`src/rtl/pp_gen_8.sv`:
```
// rtl/pp_gen_8.sv - partial-product generator and sequencer for carry_save_8
//
// Captures one operand pair plus SEW, then drives eight registered unsigned
// 8x8 partial products to carry_save_8 together with its start pulse, the SEW
// code and a result-valid strobe. 32-bit operations take two passes.
//
// Ports:
//   clk, reset          clock, asynchronous active-high reset
//   in_valid / in_ready operand handshake (in_ready = idle)
//   op_a, op_b          32-bit operands, byte 0 = [7:0]
//   sew                 00=4x8b, 01=2x16b, 10=1x32b, 11=illegal
//   res_ready           result accepted (only with PPGEN_HOLD_EN)
//   cs_start            one-cycle start pulse to carry_save_8
//   cs_sew              SEW captured at accept
//   mult_out_1..8       registered partial products
//   res_valid           carry_save_8 result valid this cycle
//   err_sew             one-cycle pulse after an illegal SEW offer
//
// Build option:
//   PPGEN_HOLD_EN       DONE holds res_valid until res_ready is high
module pp_gen_8 #(
    parameter int OP_W = 32,
    parameter int PP_W = 16
) (
    input  logic            clk,
    input  logic            reset,
    input  logic            in_valid,
    output logic            in_ready,
    input  logic [OP_W-1:0] op_a,
    input  logic [OP_W-1:0] op_b,
    input  logic [1:0]      sew,
    input  logic            res_ready,
    output logic            cs_start,
    output logic [1:0]      cs_sew,
    output logic [PP_W-1:0] mult_out_1,
    output logic [PP_W-1:0] mult_out_2,
    output logic [PP_W-1:0] mult_out_3,
    output logic [PP_W-1:0] mult_out_4,
    output logic [PP_W-1:0] mult_out_5,
    output logic [PP_W-1:0] mult_out_6,
    output logic [PP_W-1:0] mult_out_7,
    output logic [PP_W-1:0] mult_out_8,
    output logic            res_valid,
    output logic            err_sew
);
    typedef enum logic [2:0] {
        S_IDLE,
        S_ISSUE,
        S_PASS1,
        S_PASS2,
        S_DONE
    } state_t;

    localparam logic [1:0] SEW_8   = 2'b00;
    localparam logic [1:0] SEW_16  = 2'b01;
    localparam logic [1:0] SEW_32  = 2'b10;
    localparam logic [1:0] SEW_BAD = 2'b11;

    state_t                r_state;
    state_t                w_next;
    logic [OP_W-1:0]       r_a;
    logic [OP_W-1:0]       r_b;
    logic [1:0]            r_sew;
    logic                  r_err_sew;
    logic [7:0][PP_W-1:0]  r_m;
    logic [7:0][PP_W-1:0]  w_pp;
    logic                  w_accept;
    logic                  w_load;
    logic [7:0]            w_bl;
    logic [7:0]            w_bh;

    function automatic logic [PP_W-1:0] mul8(input logic [7:0] x, input logic [7:0] y);
        return {8'd0, x} * {8'd0, y};
    endfunction

    assign w_accept = (r_state == S_IDLE) && in_valid && (sew != SEW_BAD);
    // Pass 1 loads in ISSUE; only 32-bit needs a second load while in PASS1.
    assign w_load   = (r_state == S_ISSUE) || ((r_state == S_PASS1) && (r_sew == SEW_32));

    // In PASS1 the loaded products belong to pass 2, which uses the upper b bytes.
    assign w_bl = (r_state == S_PASS1) ? r_b[23:16] : r_b[7:0];
    assign w_bh = (r_state == S_PASS1) ? r_b[31:24] : r_b[15:8];

    always_comb begin
        w_pp = '0;
        case (r_sew)
            SEW_8: begin
                w_pp[0] = mul8(r_a[7:0],   r_b[7:0]);
                w_pp[1] = mul8(r_a[15:8],  r_b[15:8]);
                w_pp[2] = mul8(r_a[23:16], r_b[23:16]);
                w_pp[3] = mul8(r_a[31:24], r_b[31:24]);
            end
            SEW_16: begin
                w_pp[0] = mul8(r_a[7:0],   r_b[7:0]);
                w_pp[1] = mul8(r_a[15:8],  r_b[7:0]);
                w_pp[2] = mul8(r_a[7:0],   r_b[15:8]);
                w_pp[3] = mul8(r_a[15:8],  r_b[15:8]);
                w_pp[4] = mul8(r_a[23:16], r_b[23:16]);
                w_pp[5] = mul8(r_a[31:24], r_b[23:16]);
                w_pp[6] = mul8(r_a[23:16], r_b[31:24]);
                w_pp[7] = mul8(r_a[31:24], r_b[31:24]);
            end
            SEW_32: begin
                w_pp[0] = mul8(r_a[7:0],   w_bl);
                w_pp[1] = mul8(r_a[15:8],  w_bl);
                w_pp[2] = mul8(r_a[23:16], w_bl);
                w_pp[3] = mul8(r_a[31:24], w_bl);
                w_pp[4] = mul8(r_a[7:0],   w_bh);
                w_pp[5] = mul8(r_a[15:8],  w_bh);
                w_pp[6] = mul8(r_a[23:16], w_bh);
                w_pp[7] = mul8(r_a[31:24], w_bh);
            end
            default: w_pp = '0;
        endcase
    end

    always_ff @(posedge clk or posedge reset) begin
        if (reset) begin
            r_state <= S_IDLE;
        end else begin
            r_state <= w_next;
        end
    end

`ifdef PPGEN_HOLD_EN
    logic w_done_exit;
    assign w_done_exit = res_ready;
`else
    logic w_done_exit;
    logic w_unused_res_ready;
    assign w_done_exit        = 1'b1;
    assign w_unused_res_ready = res_ready;
`endif

    always_comb begin
        w_next = r_state;
        case (r_state)
            S_IDLE:  if (w_accept) w_next = S_ISSUE;
            S_ISSUE: w_next = S_PASS1;
            S_PASS1: w_next = (r_sew == SEW_32) ? S_PASS2 : S_DONE;
            S_PASS2: w_next = S_DONE;
            S_DONE:  if (w_done_exit) w_next = S_IDLE;
            default: w_next = S_IDLE;
        endcase
    end

    always_ff @(posedge clk or posedge reset) begin
        if (reset) begin
            r_a       <= '0;
            r_b       <= '0;
            r_sew     <= '0;
            r_err_sew <= 1'b0;
            r_m       <= '0;
        end else begin
            r_err_sew <= (r_state == S_IDLE) && in_valid && (sew == SEW_BAD);
            if (w_accept) begin
                r_a   <= op_a;
                r_b   <= op_b;
                r_sew <= sew;
            end
            if (w_load) begin
                r_m <= w_pp;
            end
        end
    end

    assign in_ready   = (r_state == S_IDLE);
    assign cs_start   = (r_state == S_ISSUE);
    assign res_valid  = (r_state == S_DONE);
    assign cs_sew     = r_sew;
    assign err_sew    = r_err_sew;
    assign mult_out_1 = r_m[0];
    assign mult_out_2 = r_m[1];
    assign mult_out_3 = r_m[2];
    assign mult_out_4 = r_m[3];
    assign mult_out_5 = r_m[4];
    assign mult_out_6 = r_m[5];
    assign mult_out_7 = r_m[6];
    assign mult_out_8 = r_m[7];

endmodule
```
`config.mk`:
```
export PLATFORM = sky130hd
export DESIGN_NAME = pp_gen_8
export DESIGN_NICKNAME = d
export VERILOG_FILES = /design/src/rtl/pp_gen_8.sv
export SDC_FILE = /design/constraint.sdc
export NUM_CORES = 2
export LEC_CHECK = 0
export CORE_UTILIZATION = 40
export CTS_CLUSTER_SIZE = 28
export DETAILED_ROUTE_END_ITERATION = 16
export SYNTH_ARGS = -nofsm -noshare
export SYNTH_HDL_FRONTEND = slang
export SYNTH_SLANG_ARGS = --single-unit
```
`constraint.sdc`:
```
create_clock -name clk -period 6.56 [get_ports clk]
set_input_delay 0.984 -clock clk [delete_from_list [all_inputs] [get_ports clk]]
set_output_delay 0.984 -clock clk [all_outputs]
set_load 0.03 [all_outputs]
```
# Word-level counts from Yosys, hierarchy flattened
# Index checks and enable logic that the tools add are counted.
op_classes:
  n_eq_ne: 9
  muxes: 7
  reduce_logical: 7
  mul: 16
op_table:
  columns: ["op", "count"]
  rows:
  - ["8-bit by 8-bit multiplier with 16-bit output", 16]
  - ["64-bit one-hot mux with 3 select lines", 1]
  - ["64-bit one-hot mux with 2 select lines", 1]
  - ["8-bit two-way mux", 2]
  - ["3-bit one-hot mux with 4 select lines", 1]
  - ["3-bit by 2-bit equality test with 1-bit output (second input constant)", 2]
  - ["3-bit two-way mux", 2]
  - ["2-bit equality test (second input constant)", 2]
  - ["1-bit logical AND", 4]
  - ["3-bit by 1-bit equality test with 1-bit output (second input constant)", 1]
  - ["3-bit equality test (second input constant)", 1]
  - ["3-bit zero test", 1]
  - ["2-bit by 1-bit equality test with 1-bit output (second input constant)", 1]
  - ["2-bit zero test", 1]
  - ["2-bit by 1-bit inequality test with 1-bit output (second input constant)", 1]
  - ["2-bit inequality test (second input constant)", 1]
  - ["1-bit logical OR", 1]
word_totals:
  wordCells: 52
  reg_bits: 198
  output_inout_bits: 134
  input_bits: 70

# Logic depth before layout (Yosys ltp)
logic_depth:
  word_depth: 5
  depth_mapped: 21
  depth_no_buf: 19

# Worst setup path after synthesis
# Ideal clock, no wire load.
synth_timing:
  path_kind: "flip-flop to flip-flop"
  from: "register r_state[0]"
  to: "register r_m (netlist bit mult_out_8[15])"
  t_arrival_ns: 5.369
  synth_period_minus_slack_ns: 5.507
  required_time_ns: 6.422
  slack_ns: 1.053
  setup_ns: 0.138
  path_stages_with_launch: 22
  cell_sequence: "dfrtp_1 > nor3b_4 > buf_4 > mux2i_1 > clkbuf_1 > nor2b_1 > fa_1 > inv_1 > fa_1 > inv_1 > fa_1 > inv_1 > fa_1 > inv_1 > ha_1 > a21o_1 > a21oi_1 > nand2_1 > o31a_1 > o21ai_0 > mux2i_1 > o211ai_1"
synth_between:
  elab_chain_len: 4
  word_cells_on_any_way: 7
  cone_classes: "mul (1); eq/ne (2); mux (2); reduce/logical (2)"
synth_rtl:
  columns: ["element", "line_no", "rtl"]
  rows:
  - ["start: declaration", "59", "state_t r_state;"]
  - ["start signal: assignment", "121", "r_state <= w_next;"]
  - ["3-bit by 2-bit equality test with 1-bit output", "78, 82", null]
  - ["8-bit two-way mux", "82", "assign w_bh = (r_state == S_PASS1) ? r_b[31:24] : r_b[15:8];"]
  - ["8-bit by 8-bit multiplier with 16-bit output", "73", "return {8'd0, x} * {8'd0, y};"]
  - ["64-bit one-hot mux with 2 select lines", "86", "case (r_sew)"]
  - ["end signal: assignment", "162", "r_m <= w_pp;"]
  - ["end: declaration", "65", "logic [7:0][PP_W-1:0] r_m;"]
# Several ways; a longest one is shown, not always the timed one.
# A chain may end at the register's enable or synchronous reset.

# Worst setup path after layout
layout_timing:
  from: "register r_state[0]"
  to: "register r_m (netlist bit mult_out_3[15])"
layout_between:
  elab_chain_len: 4
  word_cells_on_any_way: 7
  cone_classes: "mul (1); eq/ne (2); mux (2); reduce/logical (2)"
layout_rtl:
  columns: ["element", "line_no", "rtl"]
  rows:
  - ["3-bit by 2-bit equality test with 1-bit output", "78, 81", null]
  - ["8-bit two-way mux", "81", "assign w_bl = (r_state == S_PASS1) ? r_b[23:16] : r_b[7:0];"]
  - ["8-bit by 8-bit multiplier with 16-bit output", "73", null]
  - ["64-bit one-hot mux with 3 select lines", "86", null]
# Several ways; a longest one is shown, not always the timed one.

==> key figures <==
Critical path
  – CP Depth: 18
  – CP max stage delay: 0.56 ns
  – Arr. time, crit path: 6.38 ns
  – Most frequent CP cell: fa_1
  – CP Launch Type: register
  – Flop2flop setup slack: 0.60 ns
  – Critical path's top delay family: adder cells
  – CP max FO: 17
  – Worst Reg2Reg Path Length in Cells: 18
  – R2R Path End: mult_out_3[15]
  – Crit path to: mult_out_3[15]
  – Launch point of the worst path: r_state[0]
  – Critical Setup Path Class: reg2reg
  – FF-to-FF Start: r_state[0]
  – CP Buf/Inv Count: 3
  – CP max-delay cell: fa_1
  – CP Data Required Time: 6.98 ns
  – Critical path endpoint category: register
  – Crit path cell chain: nor3b_4 > buf_12 > mux2_2 > and2_1 > fa_1 > fa_1 > fa_1 > inv_1 > fa_1 > inv_1 > ha_1 > a21o_1 > a22o_1 > o311ai_1 > a21oi_1 > xnor2_1 > o21ai_0 > a211o_1

Timing
  – Crit share post-route: 0.908
  – Endpoints failing hold: 0
  – Worst slew pin tran: 1.24 ns
  – Hold slack: 0.484 ns
  – Post-Route Setup TNS: 0 ns
  – Final Setup Violations: 0
  – Unrepaired setup endpoints after global routing: false
  – Max transition margin: 0.174
  – Slew Limit Fails: 0
  – Fmax: 0.168 GHz
  – Final Skew: 0.0239 ns
  – Final min period: 5.96 ns

Outcome
  – Status: completed

Placement
  – Placed wire-length estimate: 101 mm
  – DP Cell Count: 6,187
  – Placer Congestion: 0.906
  – IO Port Bufs: 202

Routing
  – Detail Route Antenna Nets: 0
  – DRC Markers: 0
  – DR vias: 33.5k
  – DRT Wirelength: 129 mm
  – Wire per inst: 20.8 um
  – Initial drt markers: 2,485
  – Drt pass-1 iters: 7
  – Drt via density: 5.39

Global route
  – First-pass GRT wire length: 205 mm
  – Congestion Overflow GR: 0
  – Vias in the first global route: 34.3k
  – Initial antenna violation count: 8
  – GRT Resource Usage Total: 0.252
  – Pin count of the biggest net entering global routing: 100

Synth
  – Asr flop ratio synth: 1.00
  – Post-Synthesis Cells: 4,733
  – Post-Syn Area: 0.0419 mm2
  – Primary FF master, synth: dfrtp_1
  – Synth top cells by count: 806 x inv_1, 580 x ha_1, 576 x fa_1
  – Synth top area cells: fa_1 28%, ha_1 17%, dfrtp_1 12%, and2_1 7.4%, inv_1 7.2%
  – Top cell type's share of synthesized area: 0.275
  – Ys Warns: 0
  – Yosys cell types: 76
  – Synthesized area per cell: 8.85 um2
  – Number of synthesized flops with an enable pin: 0
  – Most numerous cell in the Yosys netlist: inv_1
  – Sequential area share after synthesis: 0.118
  – Mapped Nets: 5,959
  – Seq cells post-synth: 198
  – Biggest area consumer among synthesized cells: fa_1

Cells and area
  – Final nets: 6,052
  – Non-Filler Instances: 6,223
  – Layout cells sized above 1: 0.0552
  – Synth-to-Final Area Change: 10.7%

Min path
  – Hold WC Path Type: reg2reg
  – WHS Path Cells: 2

Floorplanning
  – Starting Density: 0.404
  – Num rows: 118
  – Ports: 204
  – Area of the die: 0.106 mm2
  – Die height: 326 um
  – Chip width: 326 um
  – Core ar.: 0.104 mm2

Clocking
  – # resized after CTS: 0
  – CTS Sinks: 198
  – CTS H-tree depth: 4
  – Root Driver: clkbuf_16
  – Clk_lat worst skew: 0.55 ns
  – CTS Buf Count: 17
  – CTS Buffer Depth: 2
  – CTS Hold Bufs: 0
  – Clock transition at path regs: 0.09 ns
  – Post-CTS setup buffer count: 0
  – CTS tree: built

Flow run
  – Maxcap violations: 0
==> tightest hold or removal path: cells and delay by family (launching register included) <==
family           cells  cell delay, ns
AO/OA/AOI/OAI        1            0.06
flip-flops           1            0.35
AND/OR/NAND/NOR      1            0.04
==> stage by stage <==
stage          instance area [um2]  utilization  setup slack, ns
3_5_place_dp                 45700        0.441            0.666
2_1_floorplan                41900            -            0.179
5_1_grt                      46300        0.447            0.300
3_3_place_gp                 45700        0.441            0.677
4_1_cts                      46300        0.447            0.605
6_report                     46300        0.447            0.604
==> worst min-delay path by stage <==
stage / startpoint / endpoint / slack (ns)
CTS: mult_out_1[2] / mult_out_1[2] / 0.49
finish: mult_out_6[0] / mult_out_6[0] / 0.48
detailed placement: mult_out_1[2] / mult_out_1[2] / 0.47
global route: mult_out_6[0] / mult_out_6[0] / 0.50
global placement: mult_out_6[3] / mult_out_6[3] / 0.46
floorplan: r_state[2] / r_state[2] / 0.53
==> per-layer routing <==
layer	GRT usage	routed length, um	part of all wire	up-vias
met4	0.0726	3570	0.028	0
met5	0	0	0	-
li1	-	-	-	15200
met3	0.0381	8770	0.068	131
met2	0.393	57600	0.44	1017
met1	0.361	59600	0.46	17200
==> state kept, by name, summed over array words and instances, names as in the netlist <==
register    flops
mult_out_5     16
cs_sew          2
mult_out_2     16
mult_out_4     16
err_sew         1
mult_out_8     16
r_state         3
mult_out_1     16
mult_out_3     16
r_a            32
mult_out_7     16
r_b            32
mult_out_6     16
==> final cells by class <==
class / instances / area [um2]
flip-flops and latches: 198 / 4950
fillers: 10200 / 57300
clock inverters: 15 / 179
diodes: 4 / 10.0
inverters: 807 / 3040
multi-input cells: 3474 / 33000
clock buffers: 17 / 425
well taps: 1380 / 1730
repair buffers: 328 / 3020
==> placed cells by master (no fill, tap or decap), drive strengths merged, types with 30 or more instances in the layout <==
cell type,count
buf,126
mux2,75
fa,576
clkdlybuf4s50,202
and2,495
nor2,94
a21oi,124
nand3,31
nor2b,169
o31ai,30
a22oi,49
ha,580
a211oi,35
dfrtp,198
nand2,534
a21o,55
inv,814
o21ai,140
xor2,60
xnor2,103
==> cell families after synthesis <==
family	Yosys count	synth area share
adders and majority gates	1156	0.449
DFF	198	0.118
and+or+nand+nor	1423	0.174
muxes	87	0.0230
AOI/OAI and AO/OA	645	0.105
buffers and inverters	1061	0.0962
xor gates and xnor gates	163	0.0341
Power is left out: the tool's default activity adds up to more than one toggle a clock period on the data nets, which glitch-free logic cannot reach.
